File: src/rtl/video_fetch_pkg.sv
// video_fetch_pkg: shared types and constants for the video line fetch controller.
// Holds the FSM state encoding, per-mode word counts, credit depth and counter widths.
package video_fetch_pkg;

   localparam int CNT_W    = 7;   // enough for the widest line (80 words)
   localparam int CREDIT_W = 4;   // holds 0..8

   localparam logic [CREDIT_W-1:0] CREDIT_MAX = 4'd8;

   localparam logic [CNT_W-1:0] WPL_TEXT  = 7'd80;
   localparam logic [CNT_W-1:0] WPL_AG    = 7'd80;
   localparam logic [CNT_W-1:0] WPL_P16C  = 7'd64;
   localparam logic [CNT_W-1:0] WPL_HMCLR = 7'd32;
   localparam logic [CNT_W-1:0] WPL_ZX    = 7'd32;
   localparam logic [CNT_W-1:0] WPL_NONE  = 7'd0;

   typedef enum logic [1:0] {
      ST_IDLE  = 2'd0,
      ST_ARM   = 2'd1,
      ST_FETCH = 2'd2,
      ST_DRAIN = 2'd3
   } fetch_state_t;

   // Words fetched per visible line for the decoded mode set.
   // When several mode bits are set, text wins over ag, then p_16c, p_hmclr, zx.
   function automatic logic [CNT_W-1:0] mode_words(input logic zx,
                                                   input logic p_16c,
                                                   input logic p_hmclr,
                                                   input logic ag,
                                                   input logic a_text);
      logic [CNT_W-1:0] w;
      if (a_text)       w = WPL_TEXT;
      else if (ag)      w = WPL_AG;
      else if (p_16c)   w = WPL_P16C;
      else if (p_hmclr) w = WPL_HMCLR;
      else if (zx)      w = WPL_ZX;
      else              w = WPL_NONE;
      return w;
   endfunction

endpackage

File: src/rtl/video_fetch_credit.sv
// video_fetch_credit: counts free word slots in the downstream pixel buffer.
// A granted request takes a slot, a buffer pop gives one back; the count
// saturates at CREDIT_MAX and never underflows.
module video_fetch_credit
   import video_fetch_pkg::*;
(
   input  logic                clk_i,
   input  logic                rst_i,
   input  logic                init_i,
   input  logic                take_i,
   input  logic                give_i,
   output logic [CREDIT_W-1:0] credits_o,
   output logic                nonzero_o
);

   logic [CREDIT_W-1:0] credits_q;

   // Credit count: refilled on reset/init, a simultaneous take and give cancel out.
   always_ff @(posedge clk_i) begin
      if (rst_i || init_i) begin
         credits_q <= CREDIT_MAX;
      end else if (take_i && !give_i) begin
         if (credits_q != '0) credits_q <= credits_q - 4'd1;
      end else if (give_i && !take_i) begin
         if (credits_q != CREDIT_MAX) credits_q <= credits_q + 4'd1;
      end
   end

   assign credits_o = credits_q;
   assign nonzero_o = (credits_q != '0);

endmodule

File: src/rtl/video_fetch_ctrl.sv
// video_fetch_ctrl: per-line DRAM fetch sequencer for the video pipeline.
// Latches the line length from the video mode, issues word requests to the
// arbiter under buffer-credit flow control and waits for all words to land.
// Build option: define VIDEO_FETCH_EARLY_EN to start fetching straight from
// line_start (no wait for fetch_start).
module video_fetch_ctrl
   import video_fetch_pkg::*;
(
   input  logic                clk,
   input  logic                rst,
   input  logic                line_start,
   input  logic                vpix,
   input  logic                int_start,
   input  logic                fetch_start,
   input  logic                mode_zx,
   input  logic                mode_p_16c,
   input  logic                mode_p_hmclr,
   input  logic                mode_ag,
   input  logic                mode_a_text,
   output logic                video_go,
   input  logic                video_next,
   input  logic                video_strobe,
   input  logic                buf_pop,
   output logic                fetch_active,
   output logic                line_done,
   output logic                line_err,
   output fetch_state_t        dbg_state_o,
   output logic [CREDIT_W-1:0] dbg_credits_o
);

   // State a new line (or an aborted one) enters.
`ifdef VIDEO_FETCH_EARLY_EN
   localparam fetch_state_t LINE_TGT = ST_FETCH;
`else
   localparam fetch_state_t LINE_TGT = ST_ARM;
`endif

   fetch_state_t       state_q;
   logic [CNT_W-1:0]   req_cnt_q;
   logic [CNT_W-1:0]   rcv_cnt_q;
   logic [CNT_W-1:0]   wpl_q;
   logic               line_done_q;
   logic               line_err_q;

   logic [CNT_W-1:0]   wpl_mode;
   logic               new_line;
   logic               grant;
   logic               credit_nz;
   logic [CREDIT_W-1:0] credits;

   assign wpl_mode = mode_words(mode_zx, mode_p_16c, mode_p_hmclr, mode_ag, mode_a_text);
   assign new_line = line_start & vpix;

   // Request handshake: video_go is the valid, video_next the ready. A word
   // request is transferred only in a cycle where both are high; video_next
   // is ignored while video_go is low. video_go depends on registers only.
   assign video_go = (state_q == ST_FETCH) && (req_cnt_q < wpl_q) && credit_nz;
   assign grant    = video_go & video_next;

   video_fetch_credit u_credit (
      .clk_i     (clk),
      .rst_i     (rst),
      .init_i    (int_start),
      .take_i    (grant),
      .give_i    (buf_pop),
      .credits_o (credits),
      .nonzero_o (credit_nz)
   );

   // Line fetch FSM: frame start beats everything, a new line while busy
   // aborts the current one, otherwise IDLE -> ARM -> FETCH -> DRAIN -> IDLE.
   always_ff @(posedge clk) begin
      if (rst || int_start) begin
         state_q     <= ST_IDLE;
         req_cnt_q   <= '0;
         rcv_cnt_q   <= '0;
         wpl_q       <= '0;
         line_done_q <= 1'b0;
         line_err_q  <= 1'b0;
      end else begin
         line_done_q <= 1'b0;
         if (new_line && state_q != ST_IDLE) begin
            // Overrun: the previous line never finished. Restart with the
            // new mode; a zero-length mode has nothing to fetch, so go idle.
            line_err_q <= 1'b1;
            req_cnt_q  <= '0;
            rcv_cnt_q  <= '0;
            wpl_q      <= wpl_mode;
            state_q    <= (wpl_mode == '0) ? ST_IDLE : LINE_TGT;
         end else begin
            case (state_q)
               ST_IDLE: begin
                  if (new_line && wpl_mode != '0) begin
                     wpl_q     <= wpl_mode;
                     req_cnt_q <= '0;
                     rcv_cnt_q <= '0;
                     state_q   <= LINE_TGT;
                  end
               end
               ST_ARM: begin
                  if (fetch_start) begin
                     req_cnt_q <= '0;
                     rcv_cnt_q <= '0;
                     state_q   <= ST_FETCH;
                  end
               end
               ST_FETCH: begin
                  if (grant)        req_cnt_q <= req_cnt_q + 7'd1;
                  if (video_strobe) rcv_cnt_q <= rcv_cnt_q + 7'd1;
                  if (req_cnt_q == wpl_q) state_q <= ST_DRAIN;
               end
               ST_DRAIN: begin
                  if (rcv_cnt_q >= wpl_q) begin
                     state_q     <= ST_IDLE;
                     line_done_q <= 1'b1;
                  end else if (video_strobe) begin
                     rcv_cnt_q <= rcv_cnt_q + 7'd1;
                  end
               end
               default: state_q <= ST_IDLE;
            endcase
         end
      end
   end

   assign fetch_active  = (state_q != ST_IDLE);
   assign line_done     = line_done_q;
   assign line_err      = line_err_q;
   assign dbg_state_o   = state_q;
   assign dbg_credits_o = credits;

endmodule
File: config.mk
export PLATFORM = sky130hd
export DESIGN_NAME = video_fetch_ctrl
export DESIGN_NICKNAME = d
export VERILOG_FILES = /design/src/rtl/video_fetch_pkg.sv /design/src/rtl/video_fetch_credit.sv /design/src/rtl/video_fetch_ctrl.sv
export SDC_FILE = /design/constraint.sdc
export NUM_CORES = 1
export LEC_CHECK = 0
export BUFFER_PORTS_ARGS = -buffer_cell sky130_fd_sc_hd__buf_2
export CORE_ASPECT_RATIO = 0.9
export CORE_MARGIN = 8
export CORE_UTILIZATION = 35
export CTS_CLUSTER_SIZE = 8
export DETAILED_ROUTE_END_ITERATION = 10
export PLACE_DENSITY = 0.63
export SLEW_MARGIN = 20
export SYNTH_ARGS = -nofsm -noshare
export SYNTH_HDL_FRONTEND = slang
export SYNTH_HIERARCHICAL = 1
export SYNTH_SLANG_ARGS = --single-unit
File: constraint.sdc
create_clock -name clk -period 3.7 [get_ports clk]
set_input_delay 0.185 -clock clk [delete_from_list [all_inputs] [get_ports clk]]
set_output_delay 0.185 -clock clk [all_outputs]
set_load 0.01 [all_outputs]
Word level (Yosys, flattened, before mapping)
Cells that the tools add are included.
- eq/ne operators: 14
- reductions and logical operators: 26
- muxes and demuxes: 27
- add/subtract/negate cells: 4
- magnitude comparators: 2
- bitwise gates (word level): 3
- operator list (cell ; number):
    $mux W7 ; 11
    $pmux W7 S4 ; 1
    $pmux W7 S3 ; 1
    $mux W4 ; 4
    $add A7 B1 Y7 const B ; 2
    $mux W6 ; 2
    $mux W2 ; 5
    $reduce_bool A2 Y1 ; 5
    $ne A3 B3 Y1 const B ; 3
    $ne A2 B2 Y1 const B ; 4
    $pmux W2 S4 ; 1
    $reduce_and A4 Y1 ; 2
    $eq A7 B7 Y1 ; 1
    $ge A7 B7 Y1 ; 1
    $logic_not A7 Y1 ; 1
    $lt A7 B7 Y1 ; 1
    $reduce_bool A7 Y1 ; 1
    $logic_and A1 B1 Y1 ; 6
    $reduce_and A3 Y1 ; 2
    $add A4 B1 Y4 const B ; 1
    $eq A2 B2 Y1 const B ; 2
    $ne A4 B4 Y1 const B ; 1
    $reduce_bool A4 Y1 ; 1
    $sub A4 B1 Y4 const B ; 1
    13 further kinds ; 16
- output and inout port bits: 10
- logic and storage cells: 83
- register bits after elaboration: 29
- input bits: 14

Longest topological paths before layout
- depth in word-level cells: 10
- depth in mapped cells: 14
- mapped depth without buffers: 13

Hierarchy
The synthesis kept the hierarchy.
- by module, submodules not included (module ; area each (sq um) ; instances ; sequential area each (sq um) ; cells each):
    video_fetch_ctrl ; 1378.8 ; 1 ; 420.4 ; 165
    video_fetch_credit ; 355.3 ; 1 ; 80.1 ; 40

Worst setup path before layout
OpenSTA, ideal clock, no wires.
- path type: flip-flop to flip-flop
- start: register state_q[0], in the netlist dbg_state_o[0]
- end: register u_credit.credits_q[2], in the netlist u_credit/credits_o[2]
- arrival time: 2471 ps
- required time: 3584 ps
- setup time: 116 ps
- stages on the path, launching flop included: 14
- setup slack: 1114 ps
- buffers on the path: 2
- period minus slack after synthesis: 2586 ps
- path through: dfxtp_1 -> inv_1 -> ha_1 -> clkbuf_1 -> and3_1 -> and2_1 -> ha_1 -> buf_2 -> xor2_1 -> ha_1 -> a21oi_1 -> xnor2_1 -> a21oi_1 -> a31o_1
- word-level cells in the longest chain between the ends: 8
- elaborated cells on any way between the ends: 12
- classes of those cells: eq/ne (2); mux (1); bitwise (1); reduce/logical (8)
- RTL lines (element ; RTL line ; source):
    start, declared ; video_fetch_ctrl.sv:38 ; fetch_state_t state_q;
    start signal, assigned ; video_fetch_ctrl.sv:89 ; state_q <= (wpl_mode == '0) ? ST_IDLE : LINE_TGT;
    $eq A2 B2 Y1 (*) ; video_fetch_ctrl.sv:57 ; assign video_go = (state_q == ST_FETCH) && (req_cnt_q < wpl_q) && credit_nz;
    $logic_and A1 B1 Y1 (*) (2 in series) ; video_fetch_ctrl.sv:57 ;
    net video_go ; video_fetch_ctrl.sv:20 ; output logic video_go,
    $and A1 B1 Y1 (*) ; video_fetch_ctrl.sv:58 ; assign grant = video_go & video_next;
    net grant ; video_fetch_ctrl.sv:47 ; logic grant;
    $logic_not A1 Y1 ; video_fetch_credit.sv:24 ; end else if (give_i && !take_i) begin
    $logic_and A1 B1 Y1 ; video_fetch_credit.sv:24 ;
    $reduce_bool A2 Y1 (no source line) ; - ;
    $reduce_and A3 Y1 (no source line) ; - ;
    end signal, assigned ; video_fetch_credit.sv:23 ; if (credits_q != '0) credits_q <= credits_q - 4'd1;
    end signal, assigned ; video_fetch_credit.sv:25 ; if (credits_q != CREDIT_MAX) credits_q <= credits_q + 4'd1;
    end, declared ; video_fetch_credit.sv:16 ; logic [CREDIT_W-1:0] credits_q;
The timed path passes the listed nets; every way through them passes the cells marked *.
A chain may end at the register's enable or synchronous reset.

Final worst setup path
- start: register u_credit.credits_q[1], in the netlist u_credit/credits_o[1]
- end: register u_credit.credits_q[2], in the netlist u_credit/credits_o[2]
- word-level cells in the longest chain between the ends: 7
- elaborated cells on any way between the ends: 17
- classes of those cells: add/sub (2); eq/ne (2); mux (4); bitwise (1); reduce/logical (8)
- RTL lines (element ; RTL line ; source):
    $reduce_bool A4 Y1 (*) ; video_fetch_credit.sv:30 ; assign nonzero_o = (credits_q != '0);
    net credit_nz ; video_fetch_ctrl.sv:48 ; logic credit_nz;
    $logic_and A1 B1 Y1 (*) ; video_fetch_ctrl.sv:57 ;
    $and A1 B1 Y1 (*) ; video_fetch_ctrl.sv:58 ;
    net grant ; video_fetch_ctrl.sv:47 ;
    $logic_not A1 Y1 ; video_fetch_credit.sv:24 ;
    $logic_and A1 B1 Y1 ; video_fetch_credit.sv:24 ;
    $reduce_bool A2 Y1 (no source line) ; - ;
    $reduce_and A3 Y1 (no source line) ; - ;
The timed path passes the listed nets; every way through them passes the cells marked *. The select of a mux whose other input is x is not followed.

==> summary.md <==
| Metric | Value |
|---|---|
| Residual DRC | 0 |
| Dominant cells by area after synthesis | dfxtp_1 (29%), ha_1 (14%), a21oi_1 (4.6%) |
| Ys flop type | dfxtp_1 |
| Worst slack at placement | around 1100 ps |
| Width of the die | between 90 and 100 um |
| Nets | roughly 260 |
| Final worst slack | ~1100 ps |
| Synthesized net count | ~240 |
| Worst r2r src | u_credit/credits_o[1] |
| Core area | about 4800 um^2 |
| Port Buf Inserts | 23 |
| RSZ-0062 raised after global routing | false |
| Seq. cell area | 500.5 um^2 |
| Top-area cell type share of the netlist area | 0.2886 |
| Leakage | around 0.75 nW |
| Slowest-stage cell, CP | dfxtp_1 |
| Max transition margin | 0.4007 |
| Detail Route Antenna Nets | 0 |
| Worst path arrival time | 2800 ps |
| Max_cap viols | 0 |
| Pins over their slew limit | 0 |
| Final period util | 0.7087 |
| CTS Hold Bufs | 0 |
| Final wirelength | between 3 and 4 mm |
| Most instantiated cells after synthesis | dfxtp_1 (25), ha_1 (19), inv_1 (17), a21oi_1 (16), or3_1 (12) |
| CP endpoint kind | register |
| Vias in the first global route | 1370 |
| Final Hold Viols | 0 |
| Seq pwr share | 0.535 |
| GP Congestion | between 0.7 and 0.8 |
| Global Route Usage Sum | 0.1040 |
| Fmax | about 380 MHz |
| Status | completed |
| Clock Sinks | 25 |
| EDFF count, synth | 0 |
| Finished Cell Area | 1952 um^2 |
| P per Cell Area | 261.8 nW/um^2 |
| Most common cell in the synthesized netlist | dfxtp_1 |
| Compound-Gate Fraction of Synth Area | 0.2172 |
| Switching fraction of total power | 0.2709 |
| Netlist cell types | just over 50 |
| CTS Buf Count | 3 |
| Worst Path Required | a little under 4000 ps |
| Critical Path Start | u_credit/credits_o[1] |
| R2r setup slk | approximately 1100 ps |
| Slew of the pin with the lowest slew margin | between 800 and 900 ps |
| Multi-input logic area | 1145 um^2 |
| DR pass1 iterations | 4 |
| Initial DRC Count | 66 |
| Post-CTS Resized | 0 |
| Root Driver | clkbuf_8 |
| Clk_lat worst skew | 270 ps |
| Hold crit path type | input pin to register |
| Reg2reg path depth | 12 |
| CTS tree | yes |
| VDD IR max | about 170 uV |
| Dpl hpwl | around 3.0 mm |
| Final setup violation count | 0 |
| Simple-Gate Fraction of Synth Area | 0.2525 |
| Area grow syn2layout | 12.55% |
| Syn Inst Count | about 200 |
| Fin Setup TNS | 0 ps |
| Yosys reg bits | 25 |
| Non-Filler Instances | just under 300 |
| Post-synth ARST share | 0 |
| Clock share of power | 0.332 |
| Placed insts | between 200 and 300 |
| Crit Path Category | register to register |
| Longest Clk Path Bufs | 2 |
| R2r endpoint | u_credit/credits_o[2] |
| WL/cell | 12.95 um |
| Final core utilization | 0.4063 |
| DR vias/cell | about 5.3 |
| Row cnt | 24 |
| Post-synthesis mux area share | 0.02886 |
| Switch Pwr | ~140 uW |
| Mapped Area | about 1700 um^2 |
| Final Critical Period | around 2600 ps |
| Vias | approximately 1500 |
| Clock slew at reported path FFs | about 90 ps |
| Largest family of logic cells by synthesized area | simple AND/OR/NAND/NOR gates |
| Largest net degree at the start of global routing | 15 |
| Worst-path cell chain | nor3_4 > nand2b_1 > nor2b_1 > and3_1 > and2_1 > ha_1 > xor2_1 > ha_1 > a21oi_1 > xnor2_1 > a21oi_1 > a31o_1 |
| Hold slack | 175.7 ps |
| Adder-cell area share of the yosys netlist | 0.1371 |
| Buffers inserted by post-CTS timing repair | 0 |
| Post-placement cell area | 1906 um^2 |
| Combinational Power Share | 0.133 |
| First-pass GRT wire length | ~6.4 mm |
| Total global routing overflow | 0 |
| Crit-path max cell delay | about 410 ps |
| Total power | between 500 and 600 uW |
| Effective utilization at floorplan | 0.3609 |
| I/O pin total | 24 |
| Post-synth top area cell | dfxtp_1 |
| CP max FO | 8 |
| Worst Clk Skew | about 2.1 ps |
| Die area | approximately 7500 um^2 |
| Die Ht | 82.78 um |
| Ys Warns | 6 |
| Sequential share of the synthesized area | 0.2886 |
| FILL cells | roughly 500 |
| Average size of a mapped cell | between 8 and 9 um^2 |
| H-tree lvl count | 1 |
| Initial antenna violation count | 0 |
| CP Launch Type | register |
| Post-Synth XOR/XNOR Area | 0.02453 |
| Share of cells above drive strength 1 | 0.1623 |
| Int Power | roughly 370 uW |
| # diodes | 0 |
| Crit path to | u_credit/credits_o[2] |
state kept, by name, indices dropped and copies added (netlist names):
signal              count
u_credit/credits_o      4
dbg_state_o             2
wpl_q                   3
line_done               1
line_err                1
req_cnt_q               7
rcv_cnt_q               7
critical path: cells and delay by family (launching register included):
kind / cells / cell delay, ps
adders and majority gates: 2 / 500
AOI/OAI and AO/OA: 3 / 430
DFF: 1 / 410
and+or+nand+nor: 5 / 830
xor gates and xnor gates: 2 / 340
area by class of cell:
| type | instances | share of cell area |
|---|---|---|
| clock buffers | 3 | 0.02115 |
| repair buffers | 23 | 0.05897 |
| multi-input cells | 159 | 0.5865 |
| clock inverters | 1 | 0.002564 |
| flip-flops and latches | 25 | 0.2564 |
| well taps | 65 | 0.04167 |
| inverters | 17 | 0.03269 |
how the worst min path moves through the flow:
stage                     startpoint                     to  cells past startpoint
after CTS                        rst  u_credit/credits_o[0]                      2
after global routing             rst  u_credit/credits_o[0]                      2
after floorplan                  rst  u_credit/credits_o[0]                      1
after detailed placement    line_err               line_err                      1
final                            rst  u_credit/credits_o[0]                      2
after global placement      line_err               line_err                      1
layer usage:
metal,up-vias,share of wire,GRT usage
met4,0,0.0074,0.02985
met3,2,0.035,0.02428
met2,33,0.44,0.1747
met5,-,0,0
li1,802,-,-
met1,712,0.52,0.1321
power groups by stage:
stage | logic [mW] | clock network [mW] | registers, mW
floorplan | 0.0462 | 0 | 0.280
global placement | 0.0676 | 0 | 0.280
detailed placement | 0.0676 | 0 | 0.280
CTS | 0.0679 | 0.176 | 0.274
global route | 0.0767 | 0.186 | 0.274
finish | 0.0677 | 0.170 | 0.273
cell usage in the layout (no fill, tap or decap), types with 2 or more instances in the layout:
| cell | n |
|---|---|
| nand2b_1 | 3 |
| nand2_1 | 11 |
| or3_1 | 12 |
| o211ai_1 | 2 |
| dfxtp_1 | 25 |
| nand3_1 | 10 |
| o21ai_0 | 11 |
| o21a_1 | 2 |
| clkbuf_8 | 3 |
| ha_1 | 19 |
| nor3_1 | 8 |
| mux2i_1 | 5 |
| nand4_1 | 4 |
| buf_2 | 23 |
| and3_1 | 2 |
| a21oi_1 | 16 |
| a211oi_1 | 2 |
| and2_1 | 4 |
| o31ai_1 | 3 |
| nor2b_1 | 3 |
| nor2_1 | 11 |
| inv_1 | 17 |
| a2111oi_0 | 3 |
| xnor2_1 | 2 |
logic make-up (layout without fill, tap and decap cells):
kind of cell | count (synthesis) | after routing
AO/OA/AOI/OAI | 54 | 54
XOR/XNOR | 4 | 4
adder cells (fa/ha/maj) | 19 | 19
buffers and inverters | 21 | 44
flip-flops | 25 | 25
multiplexers | 5 | 5
AND/OR/NAND/NOR | 77 | 77
(Power assumes the default switching activity.)
